`src/rtl/dlsc_mt9v032_serializer_if.sv`:
```
// Pixel stream handshake into the MT9V032 serializer.
// The pixel source uses master; the serializer uses slave.
interface dlsc_mt9v032_serializer_if;
  logic       px_ready;
  logic       px_valid;
  logic [9:0] px_data;

  modport master (input px_ready, output px_valid, output px_data);
  modport slave  (output px_ready, input px_valid, input px_data);
endinterface

```
`src/rtl/dlsc_mt9v032_serializer.sv`:
```
// MT9V032-format serializer.
// Each 10-bit code goes out MSB first as a 12-bit word {1, d[9:0], 0}, one bit per clk.
// The stream carries embedded sync words, horizontal blanking and vertical blanking.
// state/word/line describe the word currently on ser_out.
// They advance only at a word boundary: bit 11 of a word, or any cycle while IDLE.
module dlsc_mt9v032_serializer #(
  parameter int HDISP  = 752,
  parameter int VDISP  = 480,
  parameter int HBLANK = 94,
  parameter int VBLANK = 45
) (
  input  logic                            clk,
  input  logic                            rst_n,
  input  logic                            enable,
  dlsc_mt9v032_serializer_if.slave        px,
  output logic                            ser_out,
  output logic                            frame_start,
  output logic                            line_start,
  output logic                            underrun,
  input  logic                            underrun_clr
);

  localparam int LINE_WORDS  = 2 + HDISP + HBLANK;
  localparam int FRAME_LINES = VDISP + VBLANK;
  localparam int WCW         = $clog2(LINE_WORDS);
  localparam int LCW         = $clog2(FRAME_LINES);

  localparam logic [WCW-1:0] W_SYNC_END = WCW'(1);
  localparam logic [WCW-1:0] W_ACT_END  = WCW'(HDISP + 1);
  localparam logic [WCW-1:0] W_LAST     = WCW'(LINE_WORDS - 1);
  localparam logic [LCW-1:0] L_ACT_END  = LCW'(VDISP - 1);
  localparam logic [LCW-1:0] L_LAST     = LCW'(FRAME_LINES - 1);

  typedef enum logic [2:0] {
    ST_IDLE,
    ST_SYNC,
    ST_ACTIVE,
    ST_HBLANK,
    ST_VBLANK
  } state_t;

  state_t         state_reg, state_next;
  logic [3:0]     bit_cnt_reg;
  logic [WCW-1:0] word_cnt_reg, word_next;
  logic [LCW-1:0] line_cnt_reg, line_next;
  logic [10:0]    shift_reg;
  logic           boundary;
  logic           ready_int;
  logic           underrun_set;
  logic [9:0]     data_next;

  assign px.px_ready  = ready_int;
  assign underrun_set = ready_int & ~px.px_valid;

  // Next-word sequencing, pixel-slot detection and next word contents.
  always_comb begin
    state_next = state_reg;
    word_next  = word_cnt_reg;
    line_next  = line_cnt_reg;
    data_next  = 10'h000;
    boundary   = (state_reg == ST_IDLE) || (bit_cnt_reg == 4'd11);

    if (boundary) begin
      case (state_reg)
        ST_IDLE: begin
          if (enable) begin
            state_next = ST_SYNC;
            word_next  = '0;
            line_next  = '0;
          end
        end
        ST_SYNC: begin
          word_next = word_cnt_reg + 1'b1;
          if (word_cnt_reg == W_SYNC_END) state_next = ST_ACTIVE;
        end
        ST_ACTIVE: begin
          word_next = word_cnt_reg + 1'b1;
          if (word_cnt_reg == W_ACT_END) state_next = ST_HBLANK;
        end
        ST_HBLANK: begin
          if (word_cnt_reg == W_LAST) begin
            word_next  = '0;
            line_next  = line_cnt_reg + 1'b1;
            state_next = (line_cnt_reg == L_ACT_END) ? ST_VBLANK : ST_SYNC;
          end else begin
            word_next = word_cnt_reg + 1'b1;
          end
        end
        ST_VBLANK: begin
          if (word_cnt_reg == W_LAST) begin
            word_next = '0;
            if (line_cnt_reg == L_LAST) begin
              // enable is only consulted here and in IDLE, so frames never truncate
              line_next  = '0;
              state_next = enable ? ST_SYNC : ST_IDLE;
            end else begin
              line_next = line_cnt_reg + 1'b1;
            end
          end else begin
            word_next = word_cnt_reg + 1'b1;
          end
        end
        default: state_next = ST_IDLE;
      endcase
    end

    // Only ACTIVE is entered from SYNC/ACTIVE, so this depends on position alone
    ready_int = (state_reg != ST_IDLE) && (bit_cnt_reg == 4'd11) && (state_next == ST_ACTIVE);

    case (state_next)
      ST_SYNC:   data_next = (word_next == '0 || line_next == '0) ? 10'h3FF : 10'h000;
      ST_ACTIVE: begin
        // Reserved codes 0x000/0x3FF never appear in pixel slots
        if (!px.px_valid || px.px_data == 10'h000) data_next = 10'h001;
        else if (px.px_data == 10'h3FF)           data_next = 10'h3FE;
        else                                      data_next = px.px_data;
      end
      default:   data_next = 10'h000;
    endcase
  end

  // Frame position registers: state, word-in-line and line-in-frame.
  always_ff @(posedge clk or negedge rst_n) begin
    if (!rst_n) begin
      state_reg    <= ST_IDLE;
      word_cnt_reg <= '0;
      line_cnt_reg <= '0;
    end else if (boundary) begin
      state_reg    <= state_next;
      word_cnt_reg <= word_next;
      line_cnt_reg <= line_next;
    end
  end

  // Bit shifter, sync pulses and sticky underrun flag.
  always_ff @(posedge clk or negedge rst_n) begin
    if (!rst_n) begin
      bit_cnt_reg <= '0;
      shift_reg   <= '0;
      ser_out     <= 1'b0;
      frame_start <= 1'b0;
      line_start  <= 1'b0;
      underrun    <= 1'b0;
    end else begin
      frame_start <= 1'b0;
      line_start  <= 1'b0;
      underrun    <= underrun_set | (underrun & ~underrun_clr);
      if (boundary) begin
        bit_cnt_reg <= '0;
        if (state_next == ST_IDLE) begin
          ser_out   <= 1'b0;
          shift_reg <= '0;
        end else begin
          // Start bit goes out now; the remaining 11 bits wait in the shifter
          ser_out     <= 1'b1;
          shift_reg   <= {data_next, 1'b0};
          line_start  <= (state_next == ST_SYNC) && (word_next == '0);
          frame_start <= (state_next == ST_SYNC) && (word_next == '0) && (line_next == '0);
        end
      end else begin
        bit_cnt_reg <= bit_cnt_reg + 1'b1;
        ser_out     <= shift_reg[10];
        shift_reg   <= {shift_reg[9:0], 1'b0};
      end
    end
  end

endmodule
```
`src/flat_wrapper.sv`:
```
// flat-port wrapper written by rule: the top's interface ports become plain ports
module dlsc_mt9v032_serializer_flat 
#(
  parameter int HDISP  = 752,
  parameter int VDISP  = 480,
  parameter int HBLANK = 94,
  parameter int VBLANK = 45
)
  (clk, rst_n, enable, ser_out, frame_start, line_start, underrun, underrun_clr, px_px_ready, px_px_valid, px_px_data);
  dlsc_mt9v032_serializer_if px_i ();
  input  logic clk;
  input  logic rst_n;
  input  logic enable;
  output logic ser_out;
  output logic frame_start;
  output logic line_start;
  output logic underrun;
  input  logic underrun_clr;
  output wire logic [$bits(px_i.px_ready)-1:0] px_px_ready;
  input wire logic [$bits(px_i.px_valid)-1:0] px_px_valid;
  input wire logic [$bits(px_i.px_data)-1:0] px_px_data;
  assign px_px_ready = px_i.px_ready;
  assign px_i.px_valid = px_px_valid;
  assign px_i.px_data = px_px_data;
  dlsc_mt9v032_serializer #(.HDISP(HDISP), .VDISP(VDISP), .HBLANK(HBLANK), .VBLANK(VBLANK)) u_core (.clk(clk), .rst_n(rst_n), .enable(enable), .px(px_i), .ser_out(ser_out), .frame_start(frame_start), .line_start(line_start), .underrun(underrun), .underrun_clr(underrun_clr));
endmodule
```
`config.mk`:
```
export PLATFORM = sky130hd
export DESIGN_NAME = dlsc_mt9v032_serializer_flat
export DESIGN_NICKNAME = d
export VERILOG_FILES = /design/src/rtl/dlsc_mt9v032_serializer_if.sv /design/src/rtl/dlsc_mt9v032_serializer.sv /design/src/flat_wrapper.sv
export SDC_FILE = /design/constraint.sdc
export NUM_CORES = 1
export LEC_CHECK = 0
export CAP_MARGIN = 10
export CORE_UTILIZATION = 65
export DETAILED_ROUTE_END_ITERATION = 7
export DONT_BUFFER_PORTS = 1
export MAX_ROUTING_LAYER = met4
export PLACE_DENSITY = 0.81
export SYNTH_ARGS = -nofsm -noshare
export SYNTH_HDL_FRONTEND = slang
export SYNTH_SLANG_ARGS = --single-unit
```
`constraint.sdc`:
```
create_clock -name clk -period 4.8 [get_ports clk]
set_clock_uncertainty 0.05 [all_clocks]
set_input_delay 0.48 -clock clk [delete_from_list [all_inputs] [get_ports clk]]
set_output_delay 0.48 -clock clk [all_outputs]
set_load 0.01 [all_outputs]
```
==> flow_summary.yaml, run 1 <==
run_status:
  status: "complete, no violations"
clock_network:
  cts_made_buffers: 5
  clkLatencyLatePin_ns: 0.30
  clk_pin_slew_worst_paths_ns: 0.09
  ctsResizeCount: 0
  htreeDepth: 2
  cts_tree: "done"
  cts-root-buf: "clkbuf_8"
  clock_sinks: 41
  postCtsSetupRepairBufs: 0
  cts_buffer_depth: 2
synthesis:
  ys_ff_latch: 41
  synth_cell_types: 67
  ys_async_sr_fraction: 1.000
  yosysSeqAreaShare: 0.3892
  syn_avg_cell_area_sq_um: 8.998
  synth_most_common_cell: "dfrtp_1"
  synth_edf_count: 0
  synthFlopType: "dfrtp_1"
  synth_top_area_cell: "dfrtp_1"
  synth_top_area_frac: 0.3892
  yosys_warnings: 0
  synth_cells: 293
  synth_area_sq_um: 2636
  yosys-top-cells-count: "dfrtp_1, nand2_1, nor2_1"
  synth.area.top_cells: "dfrtp_1, nand2_1, a221o_1"
  syn_nets: 313
floorplan:
  dieWidth_um: 65.69
  ios: 20
  design.core.area_sq_um: 3771
  die_h_um: 65.69
  initial_core_util: 0.6991
  fp.dieArea_sq_um: 4315
  rows: 22
global_routing:
  track_usage: 0.3262
  grt-ovfl-total: 0
  grt_pass1_vias: 2132
  grt_first_pass_wirelength_um: 10320
  grt_max_degree: 42
  grt_antenna_before_repair: 0
finish:
  layout.nets: 304
  area_growth_pct: 5.695
  drive_gt1_frac: 0.07719
  nFillCells: 288
  antenna_cells: 0
routing:
  postRouteAntennaNets: 0
  routed_via_density: 7.018
  vias: 2337
  wl_um: 6287
  drt_iter0_drc: 245
  wl_per_cell_um: 18.88
  firstDrtPassIters: 4
  route.detailed.drc: 0
critical_path:
  critPathKind: "flip-flop to output port"
  r2r_cells: 10
  cpMaxStageDelayCell: "or4b_1"
  cp.arrival_ns: 2.89
  required_ns: 4.27
  critPathLaunchType: "flip-flop"
  max_stage_delay_ns: 0.56
  path_cells: "ha_1 > or4b_1 > nor4b_1 > nand4b_1 > a2bb2oi_1 > nand3_1 > inv_1"
  end_kind: "output port"
  crit_fanout: 6
power_and_ir_drop:
  p_leak_nw: 1.167
  swShare: 0.1978
  powerDensity_nw_per_um2: 249.5
  switching_power_mw: 0.1375
  p_comb_frac: 0.015
  seq_power_share: 0.496
  p_int_mw: 0.5578
  clock_power_share: 0.488
  power_mw: 0.6953
  max-vdd-ir-drop_mv: 0.1971
min_path:
  min_path_cells: 1
  min_path_type: "primary input to flip-flop"
timing:
  fin_ws_ns: 1.382
  setup-tns-final_ns: 0
  setup_violations: 0
  drv_slew: 0
  rsz0062_at_grt: "false"
  tightest_slew_ns: 0.6740
  hold_viol: 0
  post-route-min-period_ns: 3.418
  finalCritPeriodShare: 0.7120
  clock.fmax_ghz: 0.2926
  holdWs_ns: 0.2169
  timing.slew.headroom: 0.5490
job:
  max-cap-violations: 0
place:
  pre_cts_ws_ns: 1.612
  place_congestion: 0.9043
  hpwlAfterDp_um: 4443
  portBuffers: 0
[metal layers]
| layer | GRT usage | share of wire | up-vias |
|---|---|---|---|
| li1 | - | - | 1095 |
| met1 | 0.4494 | 0.45 | 1140 |
| met2 | 0.4936 | 0.48 | 94 |
| met3 | 0.05903 | 0.053 | 8 |
| met4 | 0.08967 | 0.0095 | 0 |
| met5 | - | 0 | - |
[through the flow]
step	util	area, sq um	cells
2_1_floorplan	-	2636	293
3_3_place_gp	0.6944	2619	323
3_5_place_dp	0.6944	2619	323
4_1_cts	0.7389	2786	333
5_1_grt	0.7389	2786	333
6_report	0.7389	2786	333
[layout make-up]
cell class	count	area, sq um	share of cell area
clock buffers	5	68.82	0.02470
clock inverters	3	68.82	0.02470
inverters	11	41.29	0.01482
multi-input cells	223	1491	0.5352
flip-flops and latches	41	1026	0.3682
well taps	48	60.06	0.02155
repair buffers	2	30.03	0.01078
[kinds of logic (layout without fill, tap and decap cells)]
group / Yosys count / in the layout / synth area share
AND/OR/NAND/NOR: 122 / 122 / 0.2625
AO/OA/AOI/OAI: 86 / 86 / 0.2449
flip-flops: 41 / 41 / 0.3892
buffers and inverters: 29 / 21 / 0.04509
XOR/XNOR: 7 / 7 / 0.02326
adder cells (fa/ha/maj): 5 / 5 / 0.02373
multiplexers: 3 / 3 / 0.01139
[worst max-delay path, delay by kind of cell (launching register included)]
kind                       cells  cell delay (ns)
AOI/OAI and AO/OA              1             0.38
adders and majority gates      1             0.26
buffers and inverters          1             0.16
DFF                            1             0.45
and+or+nand+nor                4             1.33
[worst paths after layout]
| kind | startpoint | slack, ns | to |
|---|---|---|---|
| max | u_core.line_cnt_reg[1]$_DFFE_PN0N_ | 1.38 | px_px_ready |
| min | px_px_valid | 0.22 | u_core.underrun$_DFF_PN0_ |
| max reg2reg | u_core.line_cnt_reg[1]$_DFFE_PN0N_ | 1.53 | u_core.shift_reg[2]$_DFF_PN0_ |
| min reg2reg | u_core.shift_reg[10]$_DFF_PN0_ | 0.43 | u_core.ser_out$_DFF_PN0_ |
| max in group asynchronous | rst_n | 3.91 | u_core.shift_reg[8]$_DFF_PN0_ |
| min in group asynchronous | rst_n | 0.57 | u_core.line_cnt_reg[3]$_DFFE_PN0N_ |
[power by group through the flow]
stage	clock (mW)	combinational, mW	sequential (mW)
finish	0.340	0.0107	0.345
global route	0.358	0.0124	0.345
CTS	0.340	0.0112	0.345
detailed placement	0	0.00189	0.352
global placement	0	0.00193	0.352
floorplan	0	0.00165	0.352
[layout by cell type (no fill, tap or decap), types with 5 or more instances in the layout]
cell / instances
or3_1: 5
nand3_1: 16
inv_1: 11
clkbuf_8: 5
a221o_1: 9
o21ai_0: 15
nor3_1: 6
nand2_1: 26
a21oi_1: 12
o31ai_1: 7
dfrtp_1: 41
nor2_1: 22
nand4_1: 9
a21o_1: 7
and3_1: 6
ha_1: 5
xnor2_1: 5
[timing repair]
action / in CTS / in global routing
hold endpoints to repair: 41 / 0
hold buffers: 2 / 0
setup endpoints to repair: 0 / 0
No activity file was read; power rests on OpenSTA's default activity.
==> run 2: changes to the inputs <==
--- a/config.mk
+++ b/config.mk
@@ -6,11 +6,11 @@
 export NUM_CORES = 1
 export LEC_CHECK = 0
 export CAP_MARGIN = 10
-export CORE_UTILIZATION = 65
+export CORE_UTILIZATION = 57
 export DETAILED_ROUTE_END_ITERATION = 7
 export DONT_BUFFER_PORTS = 1
 export MAX_ROUTING_LAYER = met4
-export PLACE_DENSITY = 0.81
+export PLACE_DENSITY = 0.75
 export SYNTH_ARGS = -nofsm -noshare
 export SYNTH_HDL_FRONTEND = slang
 export SYNTH_SLANG_ARGS = --single-unit
==> constraint.sdc (replaced) <==
create_clock -name clk -period 3 [get_ports clk]
set_clock_uncertainty 0.05 [all_clocks]
set_input_delay 0.3 -clock clk [delete_from_list [all_inputs] [get_ports clk]]
set_output_delay 0.3 -clock clk [all_outputs]
set_load 0.01 [all_outputs]
==> flow_summary.yaml, run 2 (synthesis gave the netlist of run 1 again) <==
finish:
  layout.nets: 342
  final_area_sq_um: 3204
  area_growth_pct: 21.55
  layout_common_cells: "dfrtp_1, buf_4, nand2_1, nor2_1, nand3_1"
  drive_gt1_frac: 0.2539
  antenna_cells: 0
  layout_commonest_cell: "dfrtp_1"
critical_path:
  r2r-start: "u_core.state_reg[2]$_DFFE_PN0N_"
  critPathKind: "flip-flop to output port"
  critPathLaunchType: "flip-flop"
  crit_fanout: 6
  cp.arrival_ns: 2.56
  end_kind: "output port"
  required_ns: 2.65
  crit_path_start: "u_core.word_cnt_reg[1]$_DFFE_PN0N_"
routing:
  postRouteAntennaNets: 0
  met3_length_um: 454
  routed_via_density: 6.795
  wl_um: 6995
  top_layer: "met4"
  firstDrtPassIters: 5
  route.detailed.drc: 0
  wl_per_cell_um: 18.65
  vias: 2548
  wl_met2_um: 3292
  drt_iter0_drc: 295
  wl_met1_um: 3096
clock_network:
  cts_buffer_depth: 2
  htreeDepth: 2
  cts-root-buf: "clkbuf_8"
  clock_sinks: 41
  cts_made_buffers: 5
  clkLatencyLatePin_ns: 0.30
  clk_pin_slew_worst_paths_ns: 0.08
  cts_tree: "done"
timing:
  rsz0062_at_grt: "true"
  timing.slew.headroom: 0.7273
  tightest_slew_ns: 0.4038
  finalCritPeriodShare: 0.9697
  setup_violations: 0
  drv_slew: 0
  clock.fmax_ghz: 0.3437
  post-route-min-period_ns: 2.909
  fin_ws_ns: 0.09078
  hold_viol: 0
global_routing:
  grt_antenna_before_repair: 0
  grt_pass1_vias: 2204
  grt_first_pass_wirelength_um: 10760
  grt-ovfl-total: 0
  grt_max_degree: 42
  track_usage: 0.2890
place:
  pre_cts_ws_ns: -0.01829
  place_area_sq_um: 2804
  portBuffers: 0
  hpwlAfterDp_um: 4607
  place_congestion: 0.9937
floorplan:
  fp.dieArea_sq_um: 4901
  initial_core_util: 0.5972
  design.core.area_sq_um: 4414
  ios: 20
  die_h_um: 70.01
  dieWidth_um: 70.01
  rows: 24
min_path:
  min_path_type: "primary input to flip-flop"
  min_from: "px_px_valid"
power_and_ir_drop:
  max-vdd-ir-drop_mv: 0.2344
  p_leak_nw: 1.373
  powerDensity_nw_per_um2: 322.6
run_status:
  status: "complete, no violations"
job:
  max-cap-violations: 0
run 2: cell types whose count changed in the layout (fill, tap and decap cells not counted), moves of 3 or more:
cell    delta
buf_6      +3
or4b_1     -3
or4b_4     +3
ha_1       -3
buf_4     +34
run 2: path summary, 6_finish.rpt:
path | endpoint | slack [ns] | depth (start not counted)
worst max-delay path | px_px_ready | 0.09 | 11
min in group asynchronous | u_core.line_cnt_reg[7]$_DFFE_PN0N_ | 0.40 | 2
max in group asynchronous | u_core.word_cnt_reg[0]$_DFFE_PN0N_ | 2.28 | 2
worst min-delay path | u_core.underrun$_DFF_PN0_ | 0.04 | 1
worst min register to register | u_core.bit_cnt_reg[0]$_DFF_PN0_ | 0.42 | 1
worst max register to register | u_core.shift_reg[3]$_DFF_PN0_ | 0.10 | 10
run 2: area by class of cell:
class / count / area [sq um]
Clock buffer: 5 / 68.82
Sequential cell: 41 / 1028
Inverter: 11 / 41.29
Fill cell: 319 / 1210
Timing Repair Buffer: 39 / 319.1
Clock inverter: 3 / 46.29
Multi-Input combinational cell: 224 / 1635
Tap cell: 52 / 65.06
run 2: critical path, stage by stage (launching register included):
cell and delay, ns:
dfrtp_2 0.45, inv_2 0.07, ha_4 0.11, or4b_4 0.49, nor4_4 0.25, o21bai_1 0.12, a31oi_1 0.20, a2bb2oi_2 0.19
buf_6 0.13, nand3_4 0.08, inv_2 0.08, buf_6 0.10
run 2: stage by stage:
| stage | setup TNS [ns] | cells | total power, mW | hold slack [ns] | utilization |
|---|---|---|---|---|---|
| after detailed placement | -0.06415 | 351 | 0.5663 | -0.04453 | 0.6352 |
| after CTS | 0 | 365 | 1.035 | 0.03174 | 0.6797 |
| after floorplan | 0 | 293 | 0.5659 | -0.04559 | - |
| final | 0 | 375 | 1.034 | 0.03646 | 0.7259 |
| after global routing | -0.1204 | 375 | 1.063 | 0.04803 | 0.7259 |
| after global placement | 0 | 351 | 0.5663 | -0.04459 | 0.6352 |
run 2: repair_timing:
item / 4_1_cts / 5_1_grt
pin swaps: 1 / 10
buffers inserted: 3 / 10
hold buffers: 2 / 0
setup endpoints to repair: 10 / 12
endpoints found under the hold margin: 41 / 0
gates cloned: 1 / 0
gates resized for setup: 5 / 28
run 2: power breakdown:
part	switching [mW]	internal (mW)	leakage, nW
sequential	0.0000000000000000373	0.552	0.479
combinational	0.0124	0.00532	0.839
clock	0.215	0.249	0.0543
run 2: routing by layer:
metal,up-vias,GRT usage
met1,1253,0.3970
li1,1170,-
met5,-,-
met2,105,0.4284
met3,20,0.05916
met4,0,0.09778
==> run 3: changes to the inputs <==
--- a/config.mk
+++ b/config.mk
@@ -6,11 +6,12 @@
 export NUM_CORES = 1
 export LEC_CHECK = 0
 export CAP_MARGIN = 10
-export CORE_UTILIZATION = 57
+export CORE_ASPECT_RATIO = 0.5
+export CORE_UTILIZATION = 65
 export DETAILED_ROUTE_END_ITERATION = 7
 export DONT_BUFFER_PORTS = 1
 export MAX_ROUTING_LAYER = met4
-export PLACE_DENSITY = 0.75
+export PLACE_DENSITY = 0.81
 export SYNTH_ARGS = -nofsm -noshare
 export SYNTH_HDL_FRONTEND = slang
 export SYNTH_SLANG_ARGS = --single-unit
==> constraint.sdc (replaced) <==
create_clock -name clk -period 3.65 [get_ports clk]
set_clock_uncertainty 0.05 [all_clocks]
set_input_delay 0.365 -clock clk [delete_from_list [all_inputs] [get_ports clk]]
set_output_delay 0.365 -clock clk [all_outputs]
set_load 0.01 [all_outputs]
==> flow_summary.yaml, run 3 (synthesis gave the netlist of run 1 again) <==
clock_network:
  postCtsSetupRepairBufs: 0
  cts_buffer_depth: 2
  htreeDepth: 2
  clk_pin_slew_worst_paths_ns: 0.08
  cts_made_buffers: 5
  ctsResizeCount: 0
  clkLatencyLatePin_ns: 0.30
  hold_buffers: 2
  clock_sinks: 41
  cts-root-buf: "clkbuf_8"
  cts_tree: "done"
power_and_ir_drop:
  powerDensity_nw_per_um2: 281.5
  max-vdd-ir-drop_mv: 0.1880
  p_leak_nw: 1.146
  power_mw: 0.7724
critical_path:
  path_cells: "ha_1 > or4b_1 > nor4_1 > o21bai_1 > a31oi_1 > a2bb2oi_1 > nand3_1 > inv_1"
  critPathKind: "flip-flop to output port"
  cpMaxStageDelayCell: "or4b_1"
  cp.arrival_ns: 2.94
  critPathLaunchType: "flip-flop"
  end_kind: "output port"
  max_stage_delay_ns: 0.49
  crit_fanout: 8
  required_ns: 3.23
routing:
  wl_um: 6458
  firstDrtPassIters: 5
  drt_iter0_drc: 283
  wl_per_cell_um: 19.22
  route.detailed.drc: 0
  postRouteAntennaNets: 0
  routed_via_density: 7.116
  vias: 2391
timing:
  drv_slew: 0
  setup_violations: 0
  setup-tns-final_ns: 0
  hold_viol: 0
  clock.fmax_ghz: 0.2982
  tightest_slew_ns: 0.6679
  rsz0062_at_grt: "false"
  holdWs_ns: 0.09267
  finalCritPeriodShare: 0.9187
  post-route-min-period_ns: 3.353
  timing.slew.headroom: 0.5531
place:
  place_congestion: 1.030
  numPlacedInstances: 326
  portBuffers: 0
  hpwlAfterDp_um: 4692
finish:
  stdcell_count: 336
  drive_gt1_frac: 0.07719
  layout.nets: 304
  final_util: 0.7536
  regArea_sq_um: 1026
  area_growth_pct: 4.082
  layout_common_cells: "dfrtp_1, nand2_1, nor2_1, nand3_1, o21ai_0"
  layout_commonest_cell: "dfrtp_1"
  nFillCells: 272
  antenna_cells: 0
  multiInputGateArea_sq_um: 1491
floorplan:
  initial_core_util: 0.7241
  rows: 15
  die_h_um: 47.03
  ios: 20
  design.core.area_sq_um: 3641
  dieWidth_um: 92.07
  fp.dieArea_sq_um: 4330
global_routing:
  track_usage: 0.3345
  grt-ovfl-total: 0
  grt_antenna_before_repair: 0
  grt_first_pass_wirelength_um: 10280
  grt_max_degree: 42
  grt_pass1_vias: 2056
job:
  max-cap-violations: 0
min_path:
  min_path_type: "primary input to flip-flop"
run_status:
  status: "complete, no violations"
run 3: cell count changes in the layout (fill, tap and decap cells not counted), moves of 3 or more:
cell | before | now
or4b_1 | 1 | 4
ha_1 | 2 | 5
buf_4 | 34 | 0
or4b_4 | 3 | 0
buf_6 | 3 | 0
run 3: final cells by class:
class,count,share of cell area
multi-input cells,223,0.5435
flip-flops and latches,41,0.3739
clock buffers,5,0.02508
well taps,51,0.02326
inverters,11,0.01505
repair buffers,2,0.01094
clock inverters,3,0.008208
run 3: path summary, 6_finish.rpt:
path	depth (start not counted)	end	slack, ns	startpoint
worst max-delay path	8	px_px_ready	0.30	u_core.word_cnt_reg[0]$_DFFE_PN0N_
worst min-delay path	1	u_core.underrun$_DFF_PN0_	0.09	px_px_valid
worst max register to register	9	u_core.shift_reg[5]$_DFF_PN0_	0.31	u_core.line_cnt_reg[0]$_DFFE_PN0N_
worst min register to register	1	u_core.bit_cnt_reg[0]$_DFF_PN0_	0.43	u_core.bit_cnt_reg[0]$_DFF_PN0_
max in group asynchronous	2	u_core.shift_reg[5]$_DFF_PN0_	2.81	rst_n
min in group asynchronous	2	u_core.state_reg[1]$_DFFE_PN0N_	0.54	rst_n
run 3: layer usage:
| layer | track usage | wire, um |
|---|---|---|
| met1 | 0.4677 | 2939 |
| met2 | 0.5015 | 2868 |
| met4 | 0.07813 | 19 |
| met5 | - | 0 |
| met3 | 0.07605 | 631 |
run 3: worst max-delay path: cells and delay by family, from the launching register on:
family                   cells  cell delay (ns)
flip-flops                   1             0.47
buffers and inverters        1             0.17
adder cells (fa/ha/maj)      1             0.17
AO/OA/AOI/OAI                3             0.71
AND/OR/NAND/NOR              3             1.12
run 3: per-stage QoR:
stage	worst slack, ns	cell area (sq um)
after floorplan	0.9294	2636
after global placement	0.5603	2623
after detailed placement	0.4903	2623
after CTS	0.3829	2744
after global routing	0.1316	2744
final	0.2967	2744
run 3: power by group:
part           leakage (nW)  internal [mW]         switching (mW)
sequential            0.480          0.454  0.0000000000000000309
clock                0.0481          0.136                  0.168
combinational         0.618        0.00436                 0.0106
total                  1.15          0.594                  0.179
